==> src/rtl/cordic_sched_pkg.sv <==
// Shared types and defaults for the two-port CORDIC issue scheduler.
package cordic_sched_pkg;

    localparam int LATENCY_DEFAULT = 47;
    localparam int THETA_W         = 32;

    typedef logic tag_t;

    typedef struct packed {
        logic valid;
        tag_t tag;
    } track_t;

endpackage

==> src/rtl/sched_fifo.sv <==
// Synchronous first-word-fall-through response FIFO with occupancy count.
module sched_fifo #(
    parameter int DEPTH = 64,
    parameter int WIDTH = 32,
    parameter int CNT_W = $clog2(DEPTH + 1)
) (
    input  logic             clk,
    input  logic             reset_n,
    input  logic             wr_en,
    input  logic [WIDTH-1:0] wr_data,
    input  logic             rd_en,
    output logic             rd_valid,
    output logic [WIDTH-1:0] rd_data,
    output logic [CNT_W-1:0] count
);
    localparam int PTR_W = (DEPTH > 1) ? $clog2(DEPTH) : 1;

    logic [WIDTH-1:0] mem [DEPTH];
    logic [PTR_W-1:0] wr_ptr_reg;
    logic [PTR_W-1:0] rd_ptr_reg;
    logic [CNT_W-1:0] count_reg;
    logic             pop;

    // A pop against an empty FIFO is ignored.
    assign pop = rd_en && (count_reg != '0);

    always_ff @(posedge clk) begin
        if (wr_en) begin
            mem[wr_ptr_reg] <= wr_data;
        end
    end

    always_ff @(posedge clk or negedge reset_n) begin
        if (!reset_n) begin
            wr_ptr_reg <= '0;
            rd_ptr_reg <= '0;
            count_reg  <= '0;
        end else begin
            if (wr_en) begin
                wr_ptr_reg <= wr_ptr_reg + PTR_W'(1);
            end
            if (pop) begin
                rd_ptr_reg <= rd_ptr_reg + PTR_W'(1);
            end
            if (wr_en && !pop) begin
                count_reg <= count_reg + CNT_W'(1);
            end else if (pop && !wr_en) begin
                count_reg <= count_reg - CNT_W'(1);
            end
        end
    end

    // Head is forced to zero when empty so the output is clean during reset.
    assign rd_valid = (count_reg != '0);
    assign rd_data  = rd_valid ? mem[rd_ptr_reg] : '0;
    assign count    = count_reg;

endmodule

==> src/rtl/cordic_sched.sv <==
// Round-robin, credit-limited issue of two requesters onto one pipelined CORDIC,
// with per-port response FIFOs filled from a latency-matched tag pipeline.
module cordic_sched
    import cordic_sched_pkg::*;
#(
    parameter int LATENCY    = LATENCY_DEFAULT,
    parameter int FIFO_DEPTH = 64
) (
    input  logic               clk,
    input  logic               reset_n,
    input  logic               req0_valid,
    input  logic [THETA_W-1:0] req0_theta,
    output logic               req0_ready,
    input  logic               req1_valid,
    input  logic [THETA_W-1:0] req1_theta,
    output logic               req1_ready,
    output logic               rsp0_valid,
    output logic [THETA_W-1:0] rsp0_data,
    input  logic               rsp0_ready,
    output logic               rsp1_valid,
    output logic [THETA_W-1:0] rsp1_data,
    input  logic               rsp1_ready,
    output logic [THETA_W-1:0] cordic_theta,
    input  logic [THETA_W-1:0] cordic_result,
    output logic               busy
);
    localparam int CNT_W = $clog2(FIFO_DEPTH + 1);

    logic [1:0]         req_valid;
    logic [1:0]         req_ready;
    logic [1:0]         elig;
    logic [1:0]         accept;
    logic [1:0]         rsp_valid;
    logic [1:0]         rsp_ready;
    logic [1:0]         pop;
    logic [1:0]         fifo_wr;
    logic [THETA_W-1:0] rsp_data   [2];
    logic [CNT_W-1:0]   fifo_count [2];

    logic   run_reg;
    logic   last_grant_reg;
    track_t track_reg [LATENCY];
    track_t track_tail;
    logic   inflight_any;

    assign req_valid = {req1_valid, req0_valid};
    assign rsp_ready = {rsp1_ready, rsp0_ready};

    // Holds ready low until the first edge after reset release.
    always_ff @(posedge clk or negedge reset_n) begin
        if (!reset_n) begin
            run_reg <= 1'b0;
        end else begin
            run_reg <= 1'b1;
        end
    end

    // Ready never looks at the port's own valid, only at the rival's.
    assign req_ready[0] = elig[0] && !(req_valid[1] && elig[1] && !last_grant_reg);
    assign req_ready[1] = elig[1] && !(req_valid[0] && elig[0] && last_grant_reg);
    assign accept       = req_valid & req_ready;

    always_comb begin
        cordic_theta = '0;
        if (accept[0]) begin
            cordic_theta = req0_theta;
        end else if (accept[1]) begin
            cordic_theta = req1_theta;
        end
    end

    always_ff @(posedge clk or negedge reset_n) begin
        if (!reset_n) begin
            last_grant_reg <= 1'b1;
        end else if (accept[0]) begin
            last_grant_reg <= 1'b0;
        end else if (accept[1]) begin
            last_grant_reg <= 1'b1;
        end
    end

    always_ff @(posedge clk or negedge reset_n) begin
        if (!reset_n) begin
            for (int i = 0; i < LATENCY; i++) begin
                track_reg[i] <= '0;
            end
        end else begin
            track_reg[0] <= '{valid: |accept, tag: tag_t'(accept[1])};
            for (int i = 1; i < LATENCY; i++) begin
                track_reg[i] <= track_reg[i-1];
            end
        end
    end

    assign track_tail = track_reg[LATENCY-1];

    always_comb begin
        inflight_any = 1'b0;
        for (int i = 0; i < LATENCY; i++) begin
            inflight_any = inflight_any | track_reg[i].valid;
        end
    end

    generate
        for (genvar gi = 0; gi < 2; gi++) begin : g_port
            logic [CNT_W-1:0] credit_reg;

            // Credit covers ops in flight plus FIFO occupancy, so a tail write never overflows.
            always_ff @(posedge clk or negedge reset_n) begin
                if (!reset_n) begin
                    credit_reg <= '0;
                end else if (accept[gi] && !pop[gi]) begin
                    credit_reg <= credit_reg + CNT_W'(1);
                end else if (pop[gi] && !accept[gi]) begin
                    credit_reg <= credit_reg - CNT_W'(1);
                end
            end

            assign elig[gi]    = run_reg && (credit_reg < CNT_W'(FIFO_DEPTH));
            assign fifo_wr[gi] = track_tail.valid && (track_tail.tag == tag_t'(gi));
            assign pop[gi]     = rsp_ready[gi] && rsp_valid[gi];

            sched_fifo #(
                .DEPTH (FIFO_DEPTH),
                .WIDTH (THETA_W),
                .CNT_W (CNT_W)
            ) u_fifo (
                .clk      (clk),
                .reset_n  (reset_n),
                .wr_en    (fifo_wr[gi]),
                .wr_data  (cordic_result),
                .rd_en    (rsp_ready[gi]),
                .rd_valid (rsp_valid[gi]),
                .rd_data  (rsp_data[gi]),
                .count    (fifo_count[gi])
            );
        end
    endgenerate

    assign req0_ready = req_ready[0];
    assign req1_ready = req_ready[1];
    assign rsp0_valid = rsp_valid[0];
    assign rsp1_valid = rsp_valid[1];
    assign rsp0_data  = rsp_data[0];
    assign rsp1_data  = rsp_data[1];
    assign busy       = inflight_any || (fifo_count[0] != '0) || (fifo_count[1] != '0);

endmodule

==> config.mk <==
export PLATFORM = sky130hd
export DESIGN_NAME = cordic_sched
export DESIGN_NICKNAME = d
export VERILOG_FILES = /design/src/rtl/cordic_sched_pkg.sv /design/src/rtl/sched_fifo.sv /design/src/rtl/cordic_sched.sv
export SDC_FILE = /design/constraint.sdc
export NUM_CORES = 2
export LEC_CHECK = 0
export CELL_PAD_IN_SITES_DETAIL_PLACEMENT = 1
export CELL_PAD_IN_SITES_GLOBAL_PLACEMENT = 2
export CORE_UTILIZATION = 53
export CTS_BUF_LIST = sky130_fd_sc_hd__clkbuf_4 sky130_fd_sc_hd__clkbuf_8
export CTS_CLUSTER_SIZE = 12
export DETAILED_ROUTE_END_ITERATION = 16
export DONT_BUFFER_PORTS = 1
export PLACE_DENSITY = 0.83
export SLEW_MARGIN = 20
export SYNTH_ARGS = -nofsm -noshare
export SYNTH_HDL_FRONTEND = slang
export SYNTH_SLANG_ARGS = --single-unit
==> constraint.sdc <==
create_clock -name clk -period 5.2 [get_ports clk]
set_input_delay 1.04 -clock clk [delete_from_list [all_inputs] [get_ports clk]]
set_output_delay 1.04 -clock clk [all_outputs]
set_load 0.005 [all_outputs]
# Yosys cells after proc, flatten, opt, wreduce, memory -nomap -nowiden
# Memory sizes are Yosys's and may differ from the RTL's.
# Cells that the tools add are included.
# totals
mem_count	2
inputBits	102
ramBits	4096
regBits	148
# mem_list
name	depth	width	rd	rd_ports_with_merged_regs	write_ports	line	rtl
g_port[0].u_fifo.mem	64	32	1	0	1	sched_fifo.sv:18	logic [WIDTH-1:0] mem [DEPTH];
g_port[1].u_fifo.mem	64	32	1	0	1	sched_fifo.sv:18	
# op_classes
n_addsub	12
order_cmp	2
n_reduce_logical	39
n_mux	18
bitwise_logic	48
# op_table
cell	count
2-to-1 mux 32 bit	4
2-to-1 mux 7 bit	8
OR 1 bit	46
adder 7 x 1 -> 7 bit, second input constant	4
subtractor 7 x 1 -> 7 bit, second input constant	4
adder 6 x 1 -> 6 bit, second input constant	4
logical AND 1 bit	20
< comparator 7 bit, second input constant	2
nonzero test 7 bit	2
nonzero test 2 bit	5
logical NOT 1 bit	9
2-to-1 mux 1 bit	6
AND 2 bit	1
logical OR 1 bit	2
OR reduction 2 bit	1
inverter 1 bit	1

# Logic depth before layout (Yosys ltp)
# logic_depth
word_depth	48
ltp_mapped	13

# Cells and area by module
# Synthesis repeated with hierarchy kept, for this count alone.
# hier_totals
cells_unflattened	7335
hier_area_um2	162540.9
# by_module_without_submodules
module	cells_each	instances	area_per_inst_um2
sched_fifo at g_port[1].u_fifo	3565	1	79319.8
sched_fifo at g_port[0].u_fifo	3496	1	79192.2
cordic_sched	274	1	4028.9

# Worst setup path after synthesis
# OpenSTA, ideal clock, no wires.
# synth_path
path_type	reg-to-reg
startpoint	register g_port[1].u_fifo.wr_ptr_reg[3]
endpoint	memory g_port[1].u_fifo.mem[16][0] (enable)
slack_ns	0.742
setup_time_ns	0.502
period_less_slack_ns	4.458
arrival_time_ns	3.956
n_path_buf	1
stages_incl_launch_ff	5
path_cell_list	dfrtp_1 clkbuf_1 nor2_1 nand3_1 nor4_1
# synth_rtl
element	line	rtl
start, declared	sched_fifo.sv:19	logic [PTR_W-1:0] wr_ptr_reg;
start signal, assigned	sched_fifo.sv:40	wr_ptr_reg <= wr_ptr_reg + PTR_W'(1);
end, declared	sched_fifo.sv:18	
# Straight into the memory's write port.

# Final worst setup path
# layout_path
startpoint	register g_port[0].u_fifo.rd_ptr_reg[0]
endpoint	output port rsp0_data[11]
# layout_via
elab_chain_len	2
# layout_lines
element	line	rtl
start, declared	sched_fifo.sv:20	logic [PTR_W-1:0] rd_ptr_reg;
start signal, assigned	sched_fifo.sv:43	rd_ptr_reg <= rd_ptr_reg + PTR_W'(1);
memory read (64 x 32 bit)	n/a	
2-to-1 mux 32 bit	sched_fifo.sv:55	assign rd_data = rd_valid ? mem[rd_ptr_reg] : '0;
end, declared	cordic_sched.sv:18	output logic [THETA_W-1:0] rsp0_data,
# No other way between the ends.

==> run metrics <==
cell with the largest stage delay on the worst path mux4_2; peak ir drop on the vdd network slightly below 0.0004 V; wire length after detailed routing about 530000 um; Num Clock Sinks about 4200; number of global-route vias before repair 91470; critical-path maximum fanout 9; M2 GR Usage 0.5354; Worst Setup SP g_port[0].u_fifo.rd_ptr_reg[0]; power per cell area between 300 and 400 nW/um2; wire length of the first global-routing pass around 730000 um; sw frac 0.2470; Clk Latency, worst-skew pair 1270 ps; fillers 24780; Critical Path, Cell by Cell buf_12 -> buf_4 -> buf_16 -> buf_4 -> buf_16 -> mux4_2 -> a22o_1 -> a211oi_2 -> buf_4 -> o32ai_2 -> buf_4; highest-count cells in the layout ignoring fill and taps edfxtp_1, mux4_2, clkbuf_8; worst setup timing slack at the placement stage about 260 ps; row count 202; R2R depth 12; number of synthesized register bits 4244; clk root buf clkbuf_8; category of the most critical setup path register to output port; estimated wirelength of the detail-placed design 273800 um; effective utilization at floorplan 0.5341; Placed Area about 170000 um2; slowest cell delay on critical path about 550 ps; most frequently used flop master after synthesis edfxtp_1; met1 routing resource usage after global routing 0.4254; setup ws final -37.43 ps; overall routing resource usage 0.3445; core region area about 300000 um2; Die X around 560 um; max reg flops about 4000; relative max-transition margin 0.1375; Fin Clk Skew ~85 ps; Total Neg Setup Slack -115.0 ps; WP data required 4160 ps; register-to-register setup slack about 1100 ps; final core occ 0.6155; setup repair after global routing missed its margin true; routability-driven placement congestion ratio between 0.8 and 0.9; post-route fraction of the period consumed by the critical path 1.007; Avg Synthesized Cell Area between 20 and 25 um2; first-iteration detailed-routing DRC count between 10000 and 15000; total placed cells including tap cells about 12000; pin count of the biggest net entering global routing 149; combinational cell fraction of total power 0.101; Synth cell types 66; capturing point of the worst reg2reg path g_port[0].u_fifo.count[5]; path category of the worst min-delay check input pin to register; routed wirelength normalized by instance count roughly 41 um; DR DRC count 0; violations in the final reports setup timing; grt met3 use 0.09244; sort of element at the end of the critical path output port; DR vias/cell between 6 and 7; register area share after synthesis 0.7815; number of synthesized flops with an enable pin slightly above 4000; count of placed standard cells in the final layout, fillers left out roughly 13000; DIE AREA 308100 um2; sw power about 0.018 W; cell internal pwr 0.05560 W; number of top-level pins about 200; clock transition at the register clock pins on the worst setup and hold paths after CTS approximately 60 ps; max-capacitance violation count 0; GRT busiest layer met2; final cell area excluding filler cells roughly 190000 um2; grt ovf 0; number of warnings printed during yosys synthesis 0; Worst setup endpoint rsp0_data[11]; total count of hold-check failures in the final report 0; # H-tree levels 6; LEAKAGE 60.39 nW; number of nets still failing antenna checks after routing 0; leading cell type in the layout, fill and taps excluded edfxtp_1; clock tree from TritonCTS built; number of antenna violations at the first check in global routing between 40 and 50; async set-or-reset flop fraction in the synthesized netlist 0.03487; register share of total power 0.515; IO Port Bufs 0; status complete, but fails checks; Synth Instances 7415; post-synth design cell area 162100 um2; Area growth syn-to-layout 15.22%; number of buffers added by the clock tree synthesis step 669; Worst R2R Start g_port[0].u_fifo.count[2]; Longest Clk Path Bufs 4; Post-layout nets between 8000 and 9000; chip height roughly 560 um; net count of the mapped netlist 7549; final setup violation count 6; clock share of power 0.384; cell repeated most along the worst path buf_4; Arr. time, crit path around 4200 ps; max frequency 190.9 MHz; max-slew violations 0; Final Critical Period ~5200 ps; via count of the routed design ~88000; crit path launch type register; share of layout cells above drive strength 1 0.3138; drt first pass iters 6; Worst Tran Pin Value about 1300 ps
worst max-delay path, delay by kind of cell (launching register included):
kind | cells | cell delay (ps)
mux | 1 | 550
compound gates | 3 | 680
flops | 1 | 490
buf+inv | 7 | 1270
repair_timing:
action                     4_1_cts  5_1_grt
hold buffers                    99        3
setup buffers                   35       20
gates cloned                     7        1
pin swaps                        5        4
hold endpoints to repair      2297        2
gates resized for setup        138       24
setup endpoints to repair       64       21
cell type report:
type	count	area [um2]	area share
flip-flops and latches	4244	126700	0.6784
multi-input cells	2732	34810	0.1864
clock buffers	917	11160	0.05972
repair buffers	601	7024	0.03760
well taps	4080	5105	0.02733
clock inverters	273	1803	0.009651
inverters	22	91.34	0.0004889
diodes	35	87.58	0.0004688
metrics by stage:
step	power [W]	hold slack, ps
3_5_place_dp	0.04480	336.3
4_1_cts	0.07361	1.262
3_3_place_gp	0.04458	334.5
6_report	0.07384	49.88
2_1_floorplan	0.04294	331.2
5_1_grt	0.07553	3.349
how the worst min path moves through the flow:
stage | startpoint | endpoint | cells past startpoint
6_report | cordic_result[26] | g_port[1].u_fifo.mem[39][26] | 0
5_1_grt | cordic_result[26] | g_port[1].u_fifo.mem[42][26] | 0
4_1_cts | rsp0_ready | g_port[0].u_fifo.rd_ptr_reg[3] | 2
3_5_place_dp | track_reg[6] | track_reg[4] | 0
3_3_place_gp | track_reg[56] | track_reg[54] | 0
2_1_floorplan | track_reg[2] | track_reg[0] | 0
kinds of logic (layout without fill, tap and decap cells):
group,count (synthesis),after routing,share of synthesized area
flip-flops,4244,4244,0.7815
multiplexers,1337,1337,0.1482
AO/OA/AOI/OAI,830,830,0.03735
AND/OR/NAND/NOR,493,493,0.01431
buffers and inverters,439,1813,0.01393
XOR/XNOR,39,39,0.002107
adder cells (fa/ha/maj),32,32,0.002655
other,1,36,0.00002313
cells in the mapped netlist (all sizes together), types with 18 or more instances:
master,instances,area share
o22ai,149,0.0057
a21oi,105,0.0032
nand3,35,0.0011
a211oi,84,0.0039
a221oi,37,0.0020
a22o,108,0.0058
dfrtp,147,0.023
a211o,36,0.0019
xnor2,33,0.0018
buf,226,0.0090
inv,21,0.00049
mux2i,474,0.029
a22oi,68,0.0031
ha,28,0.0022
nand4,18,0.00069
clkbuf,191,0.0044
nor4,27,0.0011
a2111oi,39,0.0023
mux4,849,0.12
edfxtp,4096,0.76
o221ai,79,0.0043
nor2,165,0.0038
nand2,153,0.0036
o21ai,70,0.0022
power by group through the flow:
stage | Sequential (W) | Combinational (W) | Clock, W
floorplan | 0.0387 | 0.00427 | 0
global route | 0.0381 | 0.00777 | 0.0297
detailed placement | 0.0388 | 0.00601 | 0
global placement | 0.0388 | 0.00582 | 0
CTS | 0.0380 | 0.00730 | 0.0283
finish | 0.0380 | 0.00749 | 0.0283
layer usage:
layer	wire (um)	up-vias
li1	-	33280
met1	174800	46390
met2	248500	6866
met3	66880	1592
met4	41130	20
met5	184	-
Power figures use the tool's default switching activity.
